### src/rtl/training_pkg.sv
// Shared state encoding, watchdog sizing and config legality check for the training sequencer.
package training_pkg;

  localparam logic [2:0] ENC_IDLE        = 3'd0;
  localparam logic [2:0] ENC_FP_START    = 3'd1;
  localparam logic [2:0] ENC_FP_WAIT     = 3'd2;
  localparam logic [2:0] ENC_BP_START    = 3'd3;
  localparam logic [2:0] ENC_BP_WAIT     = 3'd4;
  localparam logic [2:0] ENC_NEXT_SAMPLE = 3'd5;
  localparam logic [2:0] ENC_DONE        = 3'd6;

  typedef enum logic [2:0] {
    ST_IDLE        = ENC_IDLE,
    ST_FP_START    = ENC_FP_START,
    ST_FP_WAIT     = ENC_FP_WAIT,
    ST_BP_START    = ENC_BP_START,
    ST_BP_WAIT     = ENC_BP_WAIT,
    ST_NEXT_SAMPLE = ENC_NEXT_SAMPLE,
    ST_DONE        = ENC_DONE
  } state_t;

  localparam int TIMEOUT_WIDTH_DEFAULT = 16;
  localparam int WD_LIMIT_DEFAULT      = (1 << TIMEOUT_WIDTH_DEFAULT) - 1;

  // Number of wait cycles tolerated before the watchdog fires.
  function automatic int wd_limit(input int width);
    return (1 << width) - 1;
  endfunction

  function automatic logic cfg_legal(input int nl, input int ns, input int ne,
                                     input int layer_max, input int max_samples);
    return (nl >= 1) && (nl <= layer_max) && (ns >= 1) && (ns <= max_samples) && (ne >= 1);
  endfunction

endpackage

### src/rtl/training_sequencer_if.sv
// Engine-side handshake of the training sequencer: start pulses, completion pulses and indices.
interface training_sequencer_if #(
  parameter int LAYER_ADDR_WIDTH = 2,
  parameter int SAMPLE_ADDR_SIZE = 14,
  parameter int EPOCH_WIDTH      = 8
);
  logic                        fp_start;
  logic                        fp_valid;
  logic                        bp_start;
  logic                        bp_valid;
  logic                        bp_error;
  logic                        stack_wr_en;
  logic [LAYER_ADDR_WIDTH-1:0] current_layer;
  logic [SAMPLE_ADDR_SIZE-1:0] current_sample;
  logic [EPOCH_WIDTH-1:0]      current_epoch;

  modport master (
    output fp_start, bp_start, stack_wr_en, current_layer, current_sample, current_epoch,
    input  fp_valid, bp_valid, bp_error
  );

  modport slave (
    input  fp_start, bp_start, stack_wr_en, current_layer, current_sample, current_epoch,
    output fp_valid, bp_valid, bp_error
  );
endinterface

### src/rtl/engine_watchdog.sv
// Counts consecutive wait cycles; expired is combinational and asserts on the last tolerated cycle.
module engine_watchdog import training_pkg::*; #(
  parameter int WIDTH = TIMEOUT_WIDTH_DEFAULT
) (
  input  logic clk,
  input  logic rst,
  input  logic clear,
  input  logic enable,
  output logic expired
);
  localparam logic [WIDTH-1:0] LAST_CNT = WIDTH'(wd_limit(WIDTH) - 1);

  logic [WIDTH-1:0] cnt_q;

  always_ff @(posedge clk) begin
    if (!rst) begin
      cnt_q <= '0;
    end else if (clear) begin
      cnt_q <= '0;
    end else if (enable && !expired) begin
      cnt_q <= cnt_q + WIDTH'(1);
    end
  end

  assign expired = enable && (cnt_q == LAST_CNT);
endmodule

### src/rtl/training_sequencer.sv
// Sequences FP up and BP down the layers per sample per epoch; engine handshakes are start/valid
// pulses with no backpressure, guarded by a watchdog; abort returns to IDLE next cycle.
module training_sequencer import training_pkg::*; #(
  parameter int LAYER_ADDR_WIDTH = 2,
  parameter int LAYER_MAX        = 3,
  parameter int SAMPLE_ADDR_SIZE = 14,
  parameter int MAX_SAMPLES      = 10000,
  parameter int EPOCH_WIDTH      = 8,
  parameter int ERR_COUNT_WIDTH  = 16,
  parameter int TIMEOUT_WIDTH    = 16
) (
  input  logic                        clk,
  input  logic                        rst,
  input  logic                        start,
  input  logic                        abort,
  input  logic                        mode_infer,
  input  logic [LAYER_ADDR_WIDTH:0]   num_layers,
  input  logic [SAMPLE_ADDR_SIZE:0]   num_samples,
  input  logic [EPOCH_WIDTH-1:0]      num_epochs,
  training_sequencer_if.master        eng,
  output logic                        busy,
  output logic                        done,
  output logic                        cfg_error,
  output logic                        timeout,
  output logic [ERR_COUNT_WIDTH-1:0]  err_count
);
  localparam int LW = LAYER_ADDR_WIDTH;
  localparam int SW = SAMPLE_ADDR_SIZE;
  localparam int EW = EPOCH_WIDTH;
  localparam int CW = ERR_COUNT_WIDTH;

  state_t          state_q, state_d;
  logic [LW-1:0]   layer_q, layer_d;
  logic [SW-1:0]   sample_q, sample_d;
  logic [EW-1:0]   epoch_q, epoch_d;
  logic [LW:0]     nl_q, nl_d;
  logic [SW:0]     ns_q, ns_d;
  logic [EW-1:0]   ne_q, ne_d;
  logic            infer_q, infer_d;
  logic            fin_q, fin_d;
  logic            cfg_err_q, cfg_err_d;
  logic            tmo_q, tmo_d;
  logic [CW-1:0]   err_q, err_d;
  logic            advance;
  logic            wd_en, wd_expired;
  logic            more_layers, more_samples, more_epochs;

  assign more_layers  = {1'b0, layer_q} < (nl_q - (LW+1)'(1));
  assign more_samples = {1'b0, sample_q} < (ns_q - (SW+1)'(1));
  assign more_epochs  = epoch_q < (ne_q - EW'(1));

  assign wd_en = (state_q == ST_FP_WAIT) || (state_q == ST_BP_WAIT);

  engine_watchdog #(.WIDTH(TIMEOUT_WIDTH)) u_watchdog (
    .clk     (clk),
    .rst     (rst),
    .clear   (!wd_en),
    .enable  (wd_en),
    .expired (wd_expired)
  );

  always_comb begin
    state_d   = state_q;
    layer_d   = layer_q;
    sample_d  = sample_q;
    epoch_d   = epoch_q;
    nl_d      = nl_q;
    ns_d      = ns_q;
    ne_d      = ne_q;
    infer_d   = infer_q;
    fin_d     = fin_q;
    cfg_err_d = cfg_err_q;
    tmo_d     = tmo_q;
    err_d     = err_q;
    advance   = 1'b0;
    if (abort && (state_q != ST_IDLE)) begin
      state_d = ST_IDLE;
    end else begin
      unique case (state_q)
        ST_IDLE: begin
          if (start && !abort) begin
            nl_d      = num_layers;
            ns_d      = num_samples;
            ne_d      = num_epochs;
            infer_d   = mode_infer;
            layer_d   = '0;
            sample_d  = '0;
            epoch_d   = '0;
            fin_d     = 1'b0;
            tmo_d     = 1'b0;
            err_d     = '0;
            cfg_err_d = !cfg_legal(int'(num_layers), int'(num_samples), int'(num_epochs),
                                   LAYER_MAX, MAX_SAMPLES);
            if (!cfg_err_d) state_d = ST_FP_START;
          end
        end
        ST_FP_START: state_d = ST_FP_WAIT;
        ST_FP_WAIT: begin
          if (eng.fp_valid) begin
            if (more_layers) begin
              layer_d = layer_q + LW'(1);
              state_d = ST_FP_START;
            end else if (infer_q || (nl_q == (LW+1)'(1))) begin
              advance = 1'b1;
              state_d = ST_NEXT_SAMPLE;
            end else begin
              state_d = ST_BP_START;
            end
          end else if (wd_expired) begin
            tmo_d   = 1'b1;
            state_d = ST_IDLE;
          end
        end
        ST_BP_START: state_d = ST_BP_WAIT;
        ST_BP_WAIT: begin
          if (eng.bp_valid) begin
            if (eng.bp_error && (err_q != '1)) err_d = err_q + CW'(1);
            if (layer_q == LW'(1)) begin
              advance = 1'b1;
              state_d = ST_NEXT_SAMPLE;
            end else begin
              layer_d = layer_q - LW'(1);
              state_d = ST_BP_START;
            end
          end else if (wd_expired) begin
            tmo_d   = 1'b1;
            state_d = ST_IDLE;
          end
        end
        ST_NEXT_SAMPLE: state_d = fin_q ? ST_DONE : ST_FP_START;
        ST_DONE:        state_d = ST_IDLE;
        default:        state_d = ST_IDLE;
      endcase
      // Indices move on entry to NEXT_SAMPLE so the BRAM address leads the next fp_start by a cycle.
      if (advance) begin
        layer_d = '0;
        if (more_samples) begin
          sample_d = sample_q + SW'(1);
        end else begin
          sample_d = '0;
          if (more_epochs) epoch_d = epoch_q + EW'(1);
          else             fin_d   = 1'b1;
        end
      end
    end
  end

  always_ff @(posedge clk) begin
    if (!rst) begin
      state_q   <= ST_IDLE;
      layer_q   <= '0;
      sample_q  <= '0;
      epoch_q   <= '0;
      nl_q      <= '0;
      ns_q      <= '0;
      ne_q      <= '0;
      infer_q   <= 1'b0;
      fin_q     <= 1'b0;
      cfg_err_q <= 1'b0;
      tmo_q     <= 1'b0;
      err_q     <= '0;
    end else begin
      state_q   <= state_d;
      layer_q   <= layer_d;
      sample_q  <= sample_d;
      epoch_q   <= epoch_d;
      nl_q      <= nl_d;
      ns_q      <= ns_d;
      ne_q      <= ne_d;
      infer_q   <= infer_d;
      fin_q     <= fin_d;
      cfg_err_q <= cfg_err_d;
      tmo_q     <= tmo_d;
      err_q     <= err_d;
    end
  end

  assign eng.fp_start       = (state_q == ST_FP_START);
  assign eng.bp_start       = (state_q == ST_BP_START);
  assign eng.stack_wr_en    = eng.fp_valid && (state_q == ST_FP_WAIT) && !abort;
  assign eng.current_layer  = layer_q;
  assign eng.current_sample = sample_q;
  assign eng.current_epoch  = epoch_q;
  assign busy      = (state_q != ST_IDLE);
  assign done      = (state_q == ST_DONE) && !abort;
  assign cfg_error = cfg_err_q;
  assign timeout   = tmo_q;
  assign err_count = err_q;
endmodule

### src/flat_wrapper.sv
// flat-port wrapper written by rule: the top's interface ports become plain ports
module training_sequencer_flat import training_pkg::*;
#(
  parameter int LAYER_ADDR_WIDTH = 2,
  parameter int LAYER_MAX        = 3,
  parameter int SAMPLE_ADDR_SIZE = 14,
  parameter int MAX_SAMPLES      = 10000,
  parameter int EPOCH_WIDTH      = 8,
  parameter int ERR_COUNT_WIDTH  = 16,
  parameter int TIMEOUT_WIDTH    = 16
)
  (clk, rst, start, abort, mode_infer, num_layers, num_samples, num_epochs, busy, done, cfg_error, timeout, err_count, eng_fp_start, eng_bp_start, eng_stack_wr_en, eng_current_layer, eng_current_sample, eng_current_epoch, eng_fp_valid, eng_bp_valid, eng_bp_error);
  training_sequencer_if #(.LAYER_ADDR_WIDTH(LAYER_ADDR_WIDTH), .SAMPLE_ADDR_SIZE(SAMPLE_ADDR_SIZE), .EPOCH_WIDTH(EPOCH_WIDTH)) eng_i ();
  input  logic clk;
  input  logic rst;
  input  logic start;
  input  logic abort;
  input  logic mode_infer;
  input  logic [LAYER_ADDR_WIDTH:0] num_layers;
  input  logic [SAMPLE_ADDR_SIZE:0] num_samples;
  input  logic [EPOCH_WIDTH-1:0] num_epochs;
  output logic busy;
  output logic done;
  output logic cfg_error;
  output logic timeout;
  output logic [ERR_COUNT_WIDTH-1:0] err_count;
  output wire logic [$bits(eng_i.fp_start)-1:0] eng_fp_start;
  output wire logic [$bits(eng_i.bp_start)-1:0] eng_bp_start;
  output wire logic [$bits(eng_i.stack_wr_en)-1:0] eng_stack_wr_en;
  output wire logic [$bits(eng_i.current_layer)-1:0] eng_current_layer;
  output wire logic [$bits(eng_i.current_sample)-1:0] eng_current_sample;
  output wire logic [$bits(eng_i.current_epoch)-1:0] eng_current_epoch;
  input wire logic [$bits(eng_i.fp_valid)-1:0] eng_fp_valid;
  input wire logic [$bits(eng_i.bp_valid)-1:0] eng_bp_valid;
  input wire logic [$bits(eng_i.bp_error)-1:0] eng_bp_error;
  assign eng_fp_start = eng_i.fp_start;
  assign eng_bp_start = eng_i.bp_start;
  assign eng_stack_wr_en = eng_i.stack_wr_en;
  assign eng_current_layer = eng_i.current_layer;
  assign eng_current_sample = eng_i.current_sample;
  assign eng_current_epoch = eng_i.current_epoch;
  assign eng_i.fp_valid = eng_fp_valid;
  assign eng_i.bp_valid = eng_bp_valid;
  assign eng_i.bp_error = eng_bp_error;
  training_sequencer #(.LAYER_ADDR_WIDTH(LAYER_ADDR_WIDTH), .LAYER_MAX(LAYER_MAX), .SAMPLE_ADDR_SIZE(SAMPLE_ADDR_SIZE), .MAX_SAMPLES(MAX_SAMPLES), .EPOCH_WIDTH(EPOCH_WIDTH), .ERR_COUNT_WIDTH(ERR_COUNT_WIDTH), .TIMEOUT_WIDTH(TIMEOUT_WIDTH)) u_core (.clk(clk), .rst(rst), .start(start), .abort(abort), .mode_infer(mode_infer), .num_layers(num_layers), .num_samples(num_samples), .num_epochs(num_epochs), .eng(eng_i), .busy(busy), .done(done), .cfg_error(cfg_error), .timeout(timeout), .err_count(err_count));
endmodule
### config.mk
export PLATFORM = sky130hd
export DESIGN_NAME = training_sequencer_flat
export DESIGN_NICKNAME = d
export VERILOG_FILES = /design/src/rtl/training_pkg.sv /design/src/rtl/training_sequencer_if.sv /design/src/rtl/engine_watchdog.sv /design/src/rtl/training_sequencer.sv /design/src/flat_wrapper.sv
export SDC_FILE = /design/constraint.sdc
export NUM_CORES = 1
export LEC_CHECK = 0
export BUFFER_PORTS_ARGS = -buffer_cell sky130_fd_sc_hd__buf_4
export CAP_MARGIN = 25
export CORE_UTILIZATION = 62
export CTS_CLUSTER_DIAMETER = 120
export DETAILED_ROUTE_END_ITERATION = 12
export HOLD_SLACK_MARGIN = 0.02
export MAX_ROUTING_LAYER = met4
export PLACE_DENSITY = 0.93
export REMOVE_ABC_BUFFERS = 1
export SYNTH_ARGS = -nofsm -noshare
export SYNTH_HDL_FRONTEND = slang
export SYNTH_HIERARCHICAL = 1
export SYNTH_SLANG_ARGS = --single-unit
### constraint.sdc
create_clock -name clk -period 5.96 [get_ports clk]
set_input_delay 0 -clock clk [delete_from_list [all_inputs] [get_ports clk]]
set_output_delay 0 -clock clk [all_outputs]
set_load 0.005 [all_outputs]
## Word level (Yosys, flattened, before mapping)

Cells that the tools add are included.

| word-level totals | value |
|---|---|
| bits in registers | 89 |
| input bits | 34 |
| output and inout port bits | 47 |
| logic and storage cells | 132 |

| operators by class | value |
|---|---|
| add/sub/neg operators | 9 |
| $lt $le $gt $ge | 8 |
| equal/unequal tests | 21 |
| multiplexer cells | 47 |
| bitwise operators | 2 |
| reduce and logical (&&, ||, !) cells | 32 |

Operators by type and width:

| operator | count |
|---|---|
| 2-to-1 mux 14 bit | 4 |
| 2-to-1 mux 16 bit | 3 |
| 2-to-1 mux 8 bit | 5 |
| adder 16 x 1 -> 16 bit, second input constant | 2 |
| case mux 16 bit (2 select lines) | 1 |
| 2-to-1 mux 3 bit | 9 |
| case mux 3 bit (6 select lines) | 1 |
| equality test 16 bit, second input constant | 1 |
| != test 16 bit, second input constant | 1 |
| greater-or-equal comparator 15 x 1 -> 1 bit, second input constant | 1 |
| less-or-equal comparator 15 x 14 -> 1 bit, second input constant | 1 |
| < comparator 14 x 15 -> 1 bit | 1 |
| 2-to-1 mux 1 bit | 15 |
| subtractor 15 x 1 -> 15 bit, second input constant | 1 |
| adder 14 x 1 -> 14 bit, second input constant | 1 |
| logical AND 1 bit | 12 |
| 2-to-1 mux 2 bit | 6 |
| AND reduction 5 bit | 2 |
| equality test 3 bit, second input constant | 3 |
| adder 8 x 1 -> 8 bit, second input constant | 1 |
| greater-or-equal comparator 8 x 1 -> 1 bit, second input constant | 1 |
| < comparator 8 bit | 1 |
| != test 2 bit, second input constant | 4 |
| subtractor 8 x 1 -> 8 bit, second input constant | 1 |
| 27 further kinds | 41 |

## Logic depth before layout (Yosys ltp)

| depth | value |
|---|---|
| word-level depth | 9 |
| mapped depth | 13 |
| depth with buffers taken out | 12 |

## Cells and area by module

The synthesis kept the hierarchy.

By module, submodules not included:

| module | times used | cells each | area each (um^2) | seq. area each (um^2) |
|---|---|---|---|---|
| training_sequencer | 1 | 553 | 4459.3 | 1461.4 |
| engine_watchdog | 1 | 93 | 829.5 | 320.3 |

## Worst setup path after synthesis

Ideal clock, no wire load.

| timing | value |
|---|---|
| path type | register to register |
| start point | register u_core.ns_q[0] |
| end point | register u_core.epoch_q[0], in the netlist u_core/eng.current_epoch[0] |
| setup time | 0.120 ns |
| arrival | 2.941 ns |
| required time | 5.840 ns |
| path slack | 2.899 ns |
| stages on the path, launching flop included | 14 |
| buffers on the path | 1 |
| cell sequence | dfxtp_1 inv_1 ha_1 or4b_1 nor4_1 xnor2_1 ha_1 nand4_1 nor3_1 a21boi_0 o21a_4 buf_12 a211oi_2 o31a_1 |

| on the way | value |
|---|---|
| longest elaborated chain between the ends | 4 |

RTL lines:

| item | RTL line | text |
|---|---|---|
| start: declaration | training_sequencer.sv:37 | `logic [SW:0] ns_q, ns_d;` |
| start signal: assignment | training_sequencer.sv:168 | `ns_q <= ns_d;` |
| subtractor 15 x 1 -> 15 bit | training_sequencer.sv:49 | `assign more_samples = {1'b0, sample_q} < (ns_q - (SW+1)'(1));` |
| < comparator 14 x 15 -> 1 bit | training_sequencer.sv:49 |  |
| 2-to-1 mux 8 bit | training_sequencer.sv:137 | `if (more_samples) begin` |
| 2-to-1 mux 8 bit | training_sequencer.sv:135 | `if (advance) begin` |
| end signal: assignment | training_sequencer.sv:166 | `epoch_q <= epoch_d;` |
| end: declaration | training_sequencer.sv:35 | `logic [EW-1:0] epoch_q, epoch_d;` |

Every way passes these cells.
A chain may end at the register's enable or synchronous reset.

## Worst setup path in the final report

| timing | value |
|---|---|
| start point | register u_core.ns_q[0] |
| end point | register u_core.sample_q[5], in the netlist u_core/eng.current_sample[5] |

| on the way | value |
|---|---|
| longest elaborated chain between the ends | 4 |

RTL lines:

| item | RTL line | text |
|---|---|---|
| subtractor 15 x 1 -> 15 bit | training_sequencer.sv:49 |  |
| < comparator 14 x 15 -> 1 bit | training_sequencer.sv:49 |  |
| 2-to-1 mux 14 bit | training_sequencer.sv:137 |  |
| 2-to-1 mux 14 bit | training_sequencer.sv:135 |  |
| end signal: assignment | training_sequencer.sv:165 | `sample_q <= sample_d;` |
| end: declaration | training_sequencer.sv:34 | `logic [SW-1:0] sample_q, sample_d;` |

Every way passes these cells.

==> summary.md <==
| Metric | Value |
|---|---|
| Status | `finished clean` |
| Clock power frac | `35.0%` |
| Die Wd | `94.4 microns` |
| Final Cycle Share | `63.0%` |
| Final Hold Fails | `0` |
| Worst ir drop on vdd | `0.114 mV` |
| Inserted Clock Buffers | `9` |
| Most area-consuming cells after synthesis | `dfxtp_1 34%, ha_1 7.3%, nand2_1 6.0%` |
| Fillers | `573` |
| H-tree Lvls | `3` |
| Largest net degree at the start of global routing | `39` |
| Fmax achieved | `266 MHz` |
| Comb power frac | `14.7%` |
| CTS tree | `done` |
| Clock Path Buffers | `2` |
| Root buffer cell | `clkbuf_8` |
| Die Span Y | `94.4 microns` |
| Setup Fix Bufs, Post-CTS | `0` |
| Max Cap Violations | `0` |
| Number of port buffers | `80` |
| Layout cells sized above 1 | `16.6%` |
| Synth async-reset ratio | `0%` |
| Highest net fanout along the worst path | `12` |
| IO Pins | `81` |
| Cell leakage power | `2.55 nW` |
| Global-route usage over all layers | `34.9%` |
| Worst slew pin tran | `0.771 ns` |
| Final setup violation count | `0` |
| Post-DR wirelength/cell | `17.3 microns` |
| Post-synthesis cell type count | `71` |
| Switching fraction of total power | `26.1%` |
| # nets final | `808` |
| EDFF count, synth | `0` |
| Slew HR | `48.6%` |
| Yosys top cell area share | `33.7%` |
| Clk slew on worst S/H paths | `0.09 ns` |
| WP data required | `6.17 ns` |
| Most common cell in the netlist | `dfxtp_1` |
| Initial cell density of the core | `64.4%` |
| Pins over their slew limit | `0` |
| Total gr overflow | `0` |
| Cts hold-fix bufs | `28` |
| NetSw | `0.319 mW` |
| Area growth from synthesis to layout | `21.2%` |
| Drt drc | `0` |
| Kind of critical path | `reg2reg` |
| Worst EP arrival | `3.97 ns` |
| Detailed placement HPWL | `9720 microns` |
| Worst hold-check path type | `in2reg` |
| Post-synthesis sequential area ratio | `33.7%` |
| Total number of vias | `5407` |
| # resized after CTS | `0` |
| Initial DRC count | `293` |
| Global-route wire length before repair | `24000 microns` |
| Row Count | `33` |
| Power density over cell area | `191 nW/um^2` |
| Commonest cells in the netlist | `89 x dfxtp_1, 84 x nand2_1, 59 x a21oi_1` |
| RSZ-0062 raised after global routing | `no` |
| Core Area | `8220 sq um` |
| Final ANT Viol Nets | `0` |
| Routed WL | `14800 microns` |
| Startpoint types | `register` |
| Synth Flop Type | `dfxtp_1` |
| Cell count after synthesis | `646` |
| Routability congestion estimate from global placement | `0.925` |
| Vias in the first global route | `5289` |
| Clock Latency Late Sink | `0.35 ns` |
| Initial antenna violation count | `0` |
| Flop pwr share | `50.3%` |
| Crit path capture type | `register` |
| Mean Syn Cell Area | `8.19 sq um` |
| Power Internal | `0.903 mW` |
| Layout Utilization | `78.0%` |
| Minimum clock period | `3.76 ns` |
| Via-to-Cell Ratio | `6.34` |
| Drt pass-1 iters | `5` |
| Largest area contributor in the netlist | `dfxtp_1` |
| Clk sinks | `89` |
| Post-Syn Area | `5290 sq um` |
| FF+latch count, synth | `89` |
| N_diodes | `0` |
| Yosys warns | `6` |
| TNS Setup | `0 ns` |
| Clock Skew | `0.00872 ns` |
| Die area | `8900 sq um` |
==> kinds of logic (layout without fill, tap and decap cells) <==
| logic type | Yosys count | in the layout | synth area share, % |
|---|---|---|---|
| adders and majority gates | 31 | 31 | 7.33 |
| DFF | 89 | 89 | 33.7 |
| AOI/OAI and AO/OA | 145 | 145 | 18.3 |
| muxes | 5 | 5 | 1.06 |
| xor gates and xnor gates | 50 | 50 | 8.28 |
| buffers and inverters | 47 | 149 | 4.09 |
| and+or+nand+nor | 279 | 279 | 27.3 |
==> metal layers <==
layer | track usage (%) | vias up | part of all wire, %
li1 | - | 2549 | -
met1 | 39.0 | 2522 | 40
met2 | 59.1 | 287 | 50
met3 | 7.97 | 49 | 6.9
met4 | 16.0 | 0 | 3.3
met5 | - | - | 0
==> power groups by stage <==
stage | Sequential [mW] | Combinational, mW | Clock, mW
floorplan | 0.625 | 0.103 | 0
global placement | 0.628 | 0.146 | 0
detailed placement | 0.628 | 0.154 | 0
CTS | 0.614 | 0.172 | 0.433
global route | 0.616 | 0.196 | 0.462
finish | 0.615 | 0.180 | 0.427
==> state kept, by name (all words and copies together) (netlist names) <==
| signal | flops |
|---|---|
| u_core/nl_q | 3 |
| u_core/infer_q | 1 |
| u_core/eng.current_sample | 14 |
| u_core/u_watchdog/cnt_q | 16 |
| u_core/ns_q | 15 |
| u_core/err_count | 16 |
| u_core/fin_q | 1 |
| u_core/eng.current_epoch | 8 |
| u_core/eng.current_layer | 2 |
| u_core/state_q | 3 |
| u_core/timeout | 1 |
| u_core/cfg_error | 1 |
| u_core/ne_q | 8 |
==> cell usage in the layout, fill, tap and decap left out, types with 15 or more instances in the layout <==
cell / instances
xnor2_1: 22
ha_1: 31
buf_4: 83
nand2_1: 84
inv_1: 18
nor3_1: 33
a21oi_1: 59
dfxtp_1: 89
nand3_1: 36
o21ai_0: 18
xor2_1: 28
nor2_1: 43
and3_1: 15
dlygate4sd3_1: 28
==> worst max-delay path: stages (launching register included) <==
cell and delay (ns):
dfxtp_1 0.34, inv_1 0.06, ha_1 0.20, or4b_1 0.58, nor4_1 0.28, xnor2_1 0.13
ha_1 0.35, nand4_1 0.16, nor3_1 0.21, a21boi_0 0.40, o21ai_2 0.23, a21oi_2 0.51
nor3_1 0.15
==> area by class of cell <==
class / instances / area [sq um] / area share, %
timing repair buffer: 113 / 922 / 14.4
clock inverter: 4 / 51.3 / 0.800
tap: 105 / 131 / 2.05
clock buffer: 12 / 155 / 2.42
inverter: 20 / 75.1 / 1.17
sequential: 89 / 1780 / 27.8
multi-input combinational: 510 / 3290 / 51.4
==> metrics by stage <==
step	cell area (sq um)	total power [mW]	hold slack, ns	setup WS [ns]	cells
after floorplan	5150	0.728	0.0303	2.84	619
after global routing	6410	1.27	0.0727	1.87	853
after CTS	6410	1.22	0.0547	2.32	853
final	6410	1.22	0.0645	2.20	853
after detailed placement	5920	0.783	0.270	2.42	809
after global placement	5900	0.774	0.256	2.62	807
==> worst paths after layout <==
| check | slack, ns | cells past startpoint | from | endpoint |
|---|---|---|---|---|
| setup reg to reg | 2.20 | 12 | u_core/ns_q[0]$_SDFFE_PN0P_ | u_core/eng.current_sample[5]$_SDFFE_PN0P_ |
| hold reg to reg | 0.48 | 2 | u_core/nl_q[1]$_SDFFE_PN0P_ | u_core/nl_q[1]$_SDFFE_PN0P_ |
| setup / recovery | 2.20 | 12 | u_core/ns_q[0]$_SDFFE_PN0P_ | u_core/eng.current_sample[5]$_SDFFE_PN0P_ |
| hold / removal | 0.06 | 4 | eng_bp_valid | u_core/timeout$_SDFFE_PN0P_ |
Power figures use the tool's default switching activity.
